<file path="config.mk">
export PLATFORM = sky130hd
export DESIGN_NAME = rr_credit_dispatcher_flat
export DESIGN_NICKNAME = d
export VERILOG_FILES = /design/src/rtl/rr_credit_dispatcher_if.sv /design/src/rtl/rr_credit_dispatcher.sv /design/src/flat_wrapper.sv
export SDC_FILE = /design/constraint.sdc
export NUM_CORES = 1
export LEC_CHECK = 0
export BUFFER_PORTS_ARGS = -buffer_cell sky130_fd_sc_hd__buf_4
export CAP_MARGIN = 10
export CORE_MARGIN = 1.5
export CORE_UTILIZATION = 52
export DETAILED_ROUTE_END_ITERATION = 8
export PLACE_DENSITY = 0.84
export SKIP_LAST_GASP = 1
export SLEW_MARGIN = 20
export SYNTH_ARGS = -nofsm -noshare
export SYNTH_HDL_FRONTEND = slang
export SYNTH_SLANG_ARGS = --single-unit
export TNS_END_PERCENT = 100
</file>
<file path="constraint.sdc">
create_clock -name clk_i -period 6.2 [get_ports clk_i]
set_clock_uncertainty 0.2 [all_clocks]
set_input_delay 0.31 -clock clk_i [delete_from_list [all_inputs] [get_ports clk_i]]
set_output_delay 0.31 -clock clk_i [all_outputs]
set_load 0.05 [all_outputs]
</file>
<file path="src/rtl/rr_credit_dispatcher_if.sv">
// Handshake and credit bundle between an upstream producer and the round-robin
// credit dispatcher.
interface rr_credit_dispatcher_if #(
  parameter int NUM_OUT = 4,
  parameter int DATA_W  = 32,
  parameter int CNT_W   = 2
);
  logic                     in_valid_i;
  logic                     in_ready_o;
  logic [DATA_W-1:0]        in_data_i;
  logic [NUM_OUT-1:0]       out_valid_o;
  logic [DATA_W-1:0]        out_data_o;
  logic [NUM_OUT-1:0]       credit_ret_i;
  logic [NUM_OUT*CNT_W-1:0] credit_cnt_o;
  logic                     err_o;

  modport master (
    output in_valid_i, in_data_i, credit_ret_i,
    input  in_ready_o, out_valid_o, out_data_o, credit_cnt_o, err_o
  );

  modport slave (
    input  in_valid_i, in_data_i, credit_ret_i,
    output in_ready_o, out_valid_o, out_data_o, credit_cnt_o, err_o
  );
endinterface

</file>
<file path="src/rtl/rr_credit_dispatcher.sv">
// 1-to-N round-robin dispatcher: each accepted word goes to the next port (in
// rotating order) that still holds a credit, delivered one cycle later.
module rr_credit_dispatcher #(
  parameter  int NUM_OUT = 4,
  parameter  int DATA_W  = 32,
  parameter  int CREDITS = 2,
  localparam int CNT_W   = $clog2(CREDITS + 1)
) (
  input logic                   clk_i,
  input logic                   rst_ni,
  rr_credit_dispatcher_if.slave bus
);
  localparam int W2 = 2 * NUM_OUT;

  logic [CNT_W-1:0]   r_credit [NUM_OUT];
  logic [NUM_OUT-1:0] r_base;
  logic [NUM_OUT-1:0] r_outValid;
  logic [DATA_W-1:0]  r_outData;
  logic               r_err;

  logic [NUM_OUT-1:0] w_eligible;
  logic               w_ready;
  logic               w_fire;
  logic [W2-1:0]      w_masked;
  logic [W2-1:0]      w_lowest;
  logic [NUM_OUT-1:0] w_target;
  logic [NUM_OUT-1:0] w_dec;

  always_comb begin
    w_eligible = '0;
    for (int k = 0; k < NUM_OUT; k++) begin
      w_eligible[k] = (r_credit[k] != '0);
    end
  end

  assign w_ready = |w_eligible;
  assign w_fire  = bus.in_valid_i & w_ready;

  // Lower copy keeps only ports at or above base; the upper copy supplies the
  // wrap-around, so the lowest set bit of the doubled vector is the winner.
  assign w_masked = {w_eligible, w_eligible & ~(r_base - NUM_OUT'(1))};
  assign w_lowest = w_masked & (~w_masked + W2'(1));
  assign w_target = w_lowest[NUM_OUT-1:0] | w_lowest[W2-1:NUM_OUT];
  assign w_dec    = w_fire ? w_target : '0;

  always_ff @(posedge clk_i or negedge rst_ni) begin
    if (!rst_ni) begin
      r_outValid <= '0;
      r_outData  <= '0;
      r_base     <= NUM_OUT'(1);
    end else begin
      r_outValid <= w_dec;
      if (w_fire) begin
        r_outData <= bus.in_data_i;
        r_base    <= {w_target[NUM_OUT-2:0], w_target[NUM_OUT-1]};
      end
    end
  end

  // A simultaneous take and return nets to zero; a return into a full counter
  // is dropped and latched as a sticky error.
  always_ff @(posedge clk_i or negedge rst_ni) begin
    if (!rst_ni) begin
      for (int k = 0; k < NUM_OUT; k++) begin
        r_credit[k] <= CNT_W'(CREDITS);
      end
      r_err <= 1'b0;
    end else begin
      for (int k = 0; k < NUM_OUT; k++) begin
        case ({w_dec[k], bus.credit_ret_i[k]})
          2'b10: r_credit[k] <= r_credit[k] - CNT_W'(1);
          2'b01: begin
            if (r_credit[k] == CNT_W'(CREDITS)) begin
              r_err <= 1'b1;
            end else begin
              r_credit[k] <= r_credit[k] + CNT_W'(1);
            end
          end
          default: r_credit[k] <= r_credit[k];
        endcase
      end
    end
  end

  always_comb begin
    bus.credit_cnt_o = '0;
    for (int k = 0; k < NUM_OUT; k++) begin
      bus.credit_cnt_o[k*CNT_W +: CNT_W] = r_credit[k];
    end
  end

  assign bus.in_ready_o  = w_ready;
  assign bus.out_valid_o = r_outValid;
  assign bus.out_data_o  = r_outData;
  assign bus.err_o       = r_err;
endmodule

</file>
<file path="src/flat_wrapper.sv">
// flat-port wrapper written by rule: the top's interface ports become plain ports
module rr_credit_dispatcher_flat 
#(
  parameter  int NUM_OUT = 4,
  parameter  int DATA_W  = 32,
  parameter  int CREDITS = 2,
  localparam int CNT_W   = $clog2(CREDITS + 1)
)
  (clk_i, rst_ni, bus_in_valid_i, bus_in_data_i, bus_credit_ret_i, bus_in_ready_o, bus_out_valid_o, bus_out_data_o, bus_credit_cnt_o, bus_err_o);
  rr_credit_dispatcher_if #(.NUM_OUT(NUM_OUT), .DATA_W(DATA_W), .CNT_W(($clog2(CREDITS + 1)))) bus_i ();
  input logic clk_i;
  input logic rst_ni;
  input wire logic [$bits(bus_i.in_valid_i)-1:0] bus_in_valid_i;
  input wire logic [$bits(bus_i.in_data_i)-1:0] bus_in_data_i;
  input wire logic [$bits(bus_i.credit_ret_i)-1:0] bus_credit_ret_i;
  output wire logic [$bits(bus_i.in_ready_o)-1:0] bus_in_ready_o;
  output wire logic [$bits(bus_i.out_valid_o)-1:0] bus_out_valid_o;
  output wire logic [$bits(bus_i.out_data_o)-1:0] bus_out_data_o;
  output wire logic [$bits(bus_i.credit_cnt_o)-1:0] bus_credit_cnt_o;
  output wire logic [$bits(bus_i.err_o)-1:0] bus_err_o;
  assign bus_i.in_valid_i = bus_in_valid_i;
  assign bus_i.in_data_i = bus_in_data_i;
  assign bus_i.credit_ret_i = bus_credit_ret_i;
  assign bus_in_ready_o = bus_i.in_ready_o;
  assign bus_out_valid_o = bus_i.out_valid_o;
  assign bus_out_data_o = bus_i.out_data_o;
  assign bus_credit_cnt_o = bus_i.credit_cnt_o;
  assign bus_err_o = bus_i.err_o;
  rr_credit_dispatcher #(.NUM_OUT(NUM_OUT), .DATA_W(DATA_W), .CREDITS(CREDITS)) u_core (.clk_i(clk_i), .rst_ni(rst_ni), .bus(bus_i));
endmodule
</file>
==> impl_results.md <==
- Final cell utilization of the core: 74.4%
- Setup repair after global routing missed its margin: false
- Die area: 4700 sq um
- Max-slew headroom at the worst pin: 60.5%
- Share of post-route cells with drive strength above 1: 52.5%
- Slew of the pin with the lowest slew margin: 0.593 ns
- Critical path launch point type: flip-flop
- Synth warn: 0
- Buf+Inv Stages, Crit Path: 1
- Layout overhead on the synthesized area: 35.2%
- Data required, critical path: 6.18 ns
- Launch point of the worst reg-to-reg path: u_core.r_base[0]
- Class of the most critical hold timing path: in -> reg
- Buffers from clock root to sink, at most: 2
- Max-Cap Viols: 0
- Number of flops mapped to enable cells by yosys: 0
- Startpoint-to-endpoint class of the critical path: reg -> reg
- Most instantiated flip-flop cell in the synthesis netlist: sky130_fd_sc_hd__dfrtp_1
- Seq/Total Area, Yosys: 55.2%
- Clock transition at the registers of the reported paths: 0.09 ns
- Total length of routed wires: 4.68 mm
- Commonest non-fill, non-tap cell in the layout: sky130_fd_sc_hd__buf_4
- First-pass GRT wire length: 7.13 mm
- Worst-case reg-to-reg path depth: 7
- Cell count after synthesis: 179
- Sink Count: 49
- Post-synthesis area per instance: 12.5 sq um
- Buffer count from post-CTS setup fixing: 0
- Worst stage delay on the critical path: 0.58 ns
- Port Buffer Count: 84
- Arrival time of the worst setup path: 2.64 ns
- Post-Place Cells: 306
- Cell type group with the largest total delay on the critical path: simple AND/OR/NAND/NOR gates
- Internal reg-to-reg setup slack: 3.54 ns
- Post-synthesis instance area: 2230 sq um
- Worst-case hold slack: 0.0377 ns
- Core box area: 4060 sq um
- Critical path cell sequence: inv_1 -> ha_1 -> xor2_1 -> or2_2 -> a221oi_2 -> nor3_1 -> or3_1
- Number of nets in the layout: 304
- CTS H-tree depth: 2
- Final routed wire length divided by cell count: 14.9 um
- Via density per instance: 5.46
- Fmax: 376 MHz
- Floorplan row count: 23
- Synth cell types: 43
- Cell leakage power: 1.39 nW
- Placer congestion estimate: 0.818
- I/O Pins: 85
- Net count after synthesis: 219
- Final critical path time including I/O delays and setup: 2.66 ns
- Most used cells in the layout excluding fill and tap cells: sky130_fd_sc_hd__buf_4 (85), sky130_fd_sc_hd__dfrtp_1 (44), sky130_fd_sc_hd__mux2_2 (32)
- Die width: 68.5 um
- Via count of the routed design: 1719
- Result of the run: complete, no violations
- Max Slew Vio Count: 0
- Number of DRC violations after detailed-routing iteration 0: 128
- Final hold violation count: 0
- Ratio of final minimum period to clock period: 42.9%
- Total stage count of the critical path: 7
- TritonCTS clock tree: done
- Share of synthesized registers carrying an async set or reset: 100%
- Critical path's slowest cell: sky130_fd_sc_hd__dfstp_2
- Final-report setup violation count: 0
- DR pass1 iterations: 4
- Clock root buffer: sky130_fd_sc_hd__clkbuf_8
- Antenna Diode Count: 0
- Vias in the first global route: 1588
- Endpoint kind of the worst setup timing path: flip-flop
- Largest fanout on the critical path: 6
- Routed Antenna Nets: 0
- Power density cells: 462 nW/um^2
- Overall power after layout: 1.40 mW
- Pin count of the biggest net entering global routing: 50
- Peak supply drop: 0.000280 V
- Post-detailed-route DRC marker count: 0
- Antenna violations before repair: 0
- Setup TNS: 0 ns
- Clock latency at the later pin of the worst-skew pair: 0.29 ns
- Crit path to: u_core.bus.err_o
- Total overflow reported by the global router: 0
- Global-route total usage across every layer: 20.4%
- FF+latch count, synth: 49
- Die boundary height: 68.5 um
- Number of buffers created by CTS: 5
- Final HPWL from detailed placement: 3.41 mm
- Post-route non-filler standard cell count: 315
- Starting density of the core: 55.0%
- Crit. Startpoint: u_core.r_base[0]
- Crit Reg-Reg Endpoint: u_core.bus.err_o
worst min path at each step:
stage / slack [ns] / cells after the start / startpoint / end
CTS: 0.03 / 2 / bus_in_data_i[1] / u_core.bus.out_data_o[1]
global placement: 0.16 / 1 / rst_ni / u_core.bus.credit_cnt_o[4]
finish: 0.04 / 2 / bus_in_data_i[1] / u_core.bus.out_data_o[1]
global route: 0.02 / 2 / bus_in_data_i[23] / u_core.bus.out_data_o[23]
detailed placement: 0.17 / 1 / rst_ni / u_core.bus.credit_cnt_o[4]
floorplan: -0.19 / 0 / rst_ni / u_core.bus.credit_cnt_o[0]
routing by layer:
| layer | GRT usage (%) | vias to the layer above | share of wire [%] |
|---|---|---|---|
| met1 | 25.3 | 834 | 40 |
| met2 | 34.0 | 61 | 52 |
| met5 | 0 | - | 0 |
| met3 | 5.36 | 8 | 5.9 |
| li1 | - | 816 | - |
| met4 | 7.75 | 0 | 1.7 |
kinds of logic after synthesis:
logic type,count (synthesis),share of synthesized area [%]
multiplexers,34,17.0
buffers and inverters,14,2.63
adder cells (fa/ha/maj),1,0.560
XOR/XNOR,5,1.96
AND/OR/NAND/NOR,39,9.30
AO/OA/AOI/OAI,37,13.3
flip-flops,49,55.2
cell type report:
| class | count | area [sq um] |
|---|---|---|
| flip-flops and latches | 49 | 1230 |
| fillers | 297 | 1040 |
| multi-input cells | 116 | 942 |
| repair buffers | 86 | 648 |
| clock buffers | 6 | 72.6 |
| well taps | 50 | 62.6 |
| clock inverters | 2 | 38.8 |
| inverters | 6 | 22.5 |
worst register-to-register path, cell delays in order (launching register included):
cell	delay, ns
sky130_fd_sc_hd__dfstp_2	0.58
sky130_fd_sc_hd__inv_1	0.08
sky130_fd_sc_hd__ha_1	0.21
sky130_fd_sc_hd__xor2_1	0.18
sky130_fd_sc_hd__or2_2	0.31
sky130_fd_sc_hd__a221oi_2	0.52
sky130_fd_sc_hd__nor3_1	0.11
sky130_fd_sc_hd__or3_1	0.36
power breakdown:
group / leakage (nW) / switching (mW) / total [mW] / internal, mW
sequential: 0.575 / 0.0893 / 0.495 / 0.406
clock: 0.0554 / 0.104 / 0.225 / 0.121
combinational: 0.760 / 0.432 / 0.676 / 0.245
total: 1.39 / 0.625 / 1.40 / 0.772
cells in the mapped netlist, types with 2 or more instances:
master / n / area (sq um)
sky130_fd_sc_hd__a211oi_1: 6 / 45.0
sky130_fd_sc_hd__a21o_1: 3 / 22.5
sky130_fd_sc_hd__a21oi_1: 7 / 35.0
sky130_fd_sc_hd__and2_1: 3 / 18.8
sky130_fd_sc_hd__buf_2: 4 / 20.0
sky130_fd_sc_hd__clkbuf_1: 3 / 11.3
sky130_fd_sc_hd__dfrtp_1: 44 / 1100
sky130_fd_sc_hd__dfstp_2: 5 / 131
sky130_fd_sc_hd__inv_1: 6 / 22.5
sky130_fd_sc_hd__mux2_2: 32 / 360
sky130_fd_sc_hd__mux2i_1: 2 / 20.0
sky130_fd_sc_hd__nand2_1: 6 / 22.5
sky130_fd_sc_hd__nand2b_1: 2 / 12.5
sky130_fd_sc_hd__nand3_1: 4 / 20.0
sky130_fd_sc_hd__nor2_1: 10 / 37.5
sky130_fd_sc_hd__nor3_1: 3 / 15.0
sky130_fd_sc_hd__o21a_1: 2 / 15.0
sky130_fd_sc_hd__o21ai_0: 5 / 25.0
sky130_fd_sc_hd__o31a_1: 2 / 17.5
sky130_fd_sc_hd__or2_2: 3 / 18.8
sky130_fd_sc_hd__or3_1: 2 / 12.5
sky130_fd_sc_hd__xnor2_1: 3 / 26.3
sky130_fd_sc_hd__xor2_1: 2 / 17.5
flip-flops by register name, indices dropped and copies added, names as in the netlist:
register                 cells
u_core.bus.out_data_o       32
u_core.bus.credit_cnt_o      8
u_core.bus.out_valid_o       4
u_core.r_base                4
u_core.bus.err_o             1
repair_timing:
item,in CTS,in global routing
gates resized for setup,0,0
hold buffers,1,0
hold endpoints to repair,44,0
through the flow:
step           worst slack (ns)  area [sq um]
2_1_floorplan              3.32          2230
3_3_place_gp               3.64          2900
3_5_place_dp               3.55          2900
4_1_cts                    3.55          3020
5_1_grt                    3.37          3020
6_report                   3.54          3020
No activity file was read; power rests on OpenSTA's default activity.
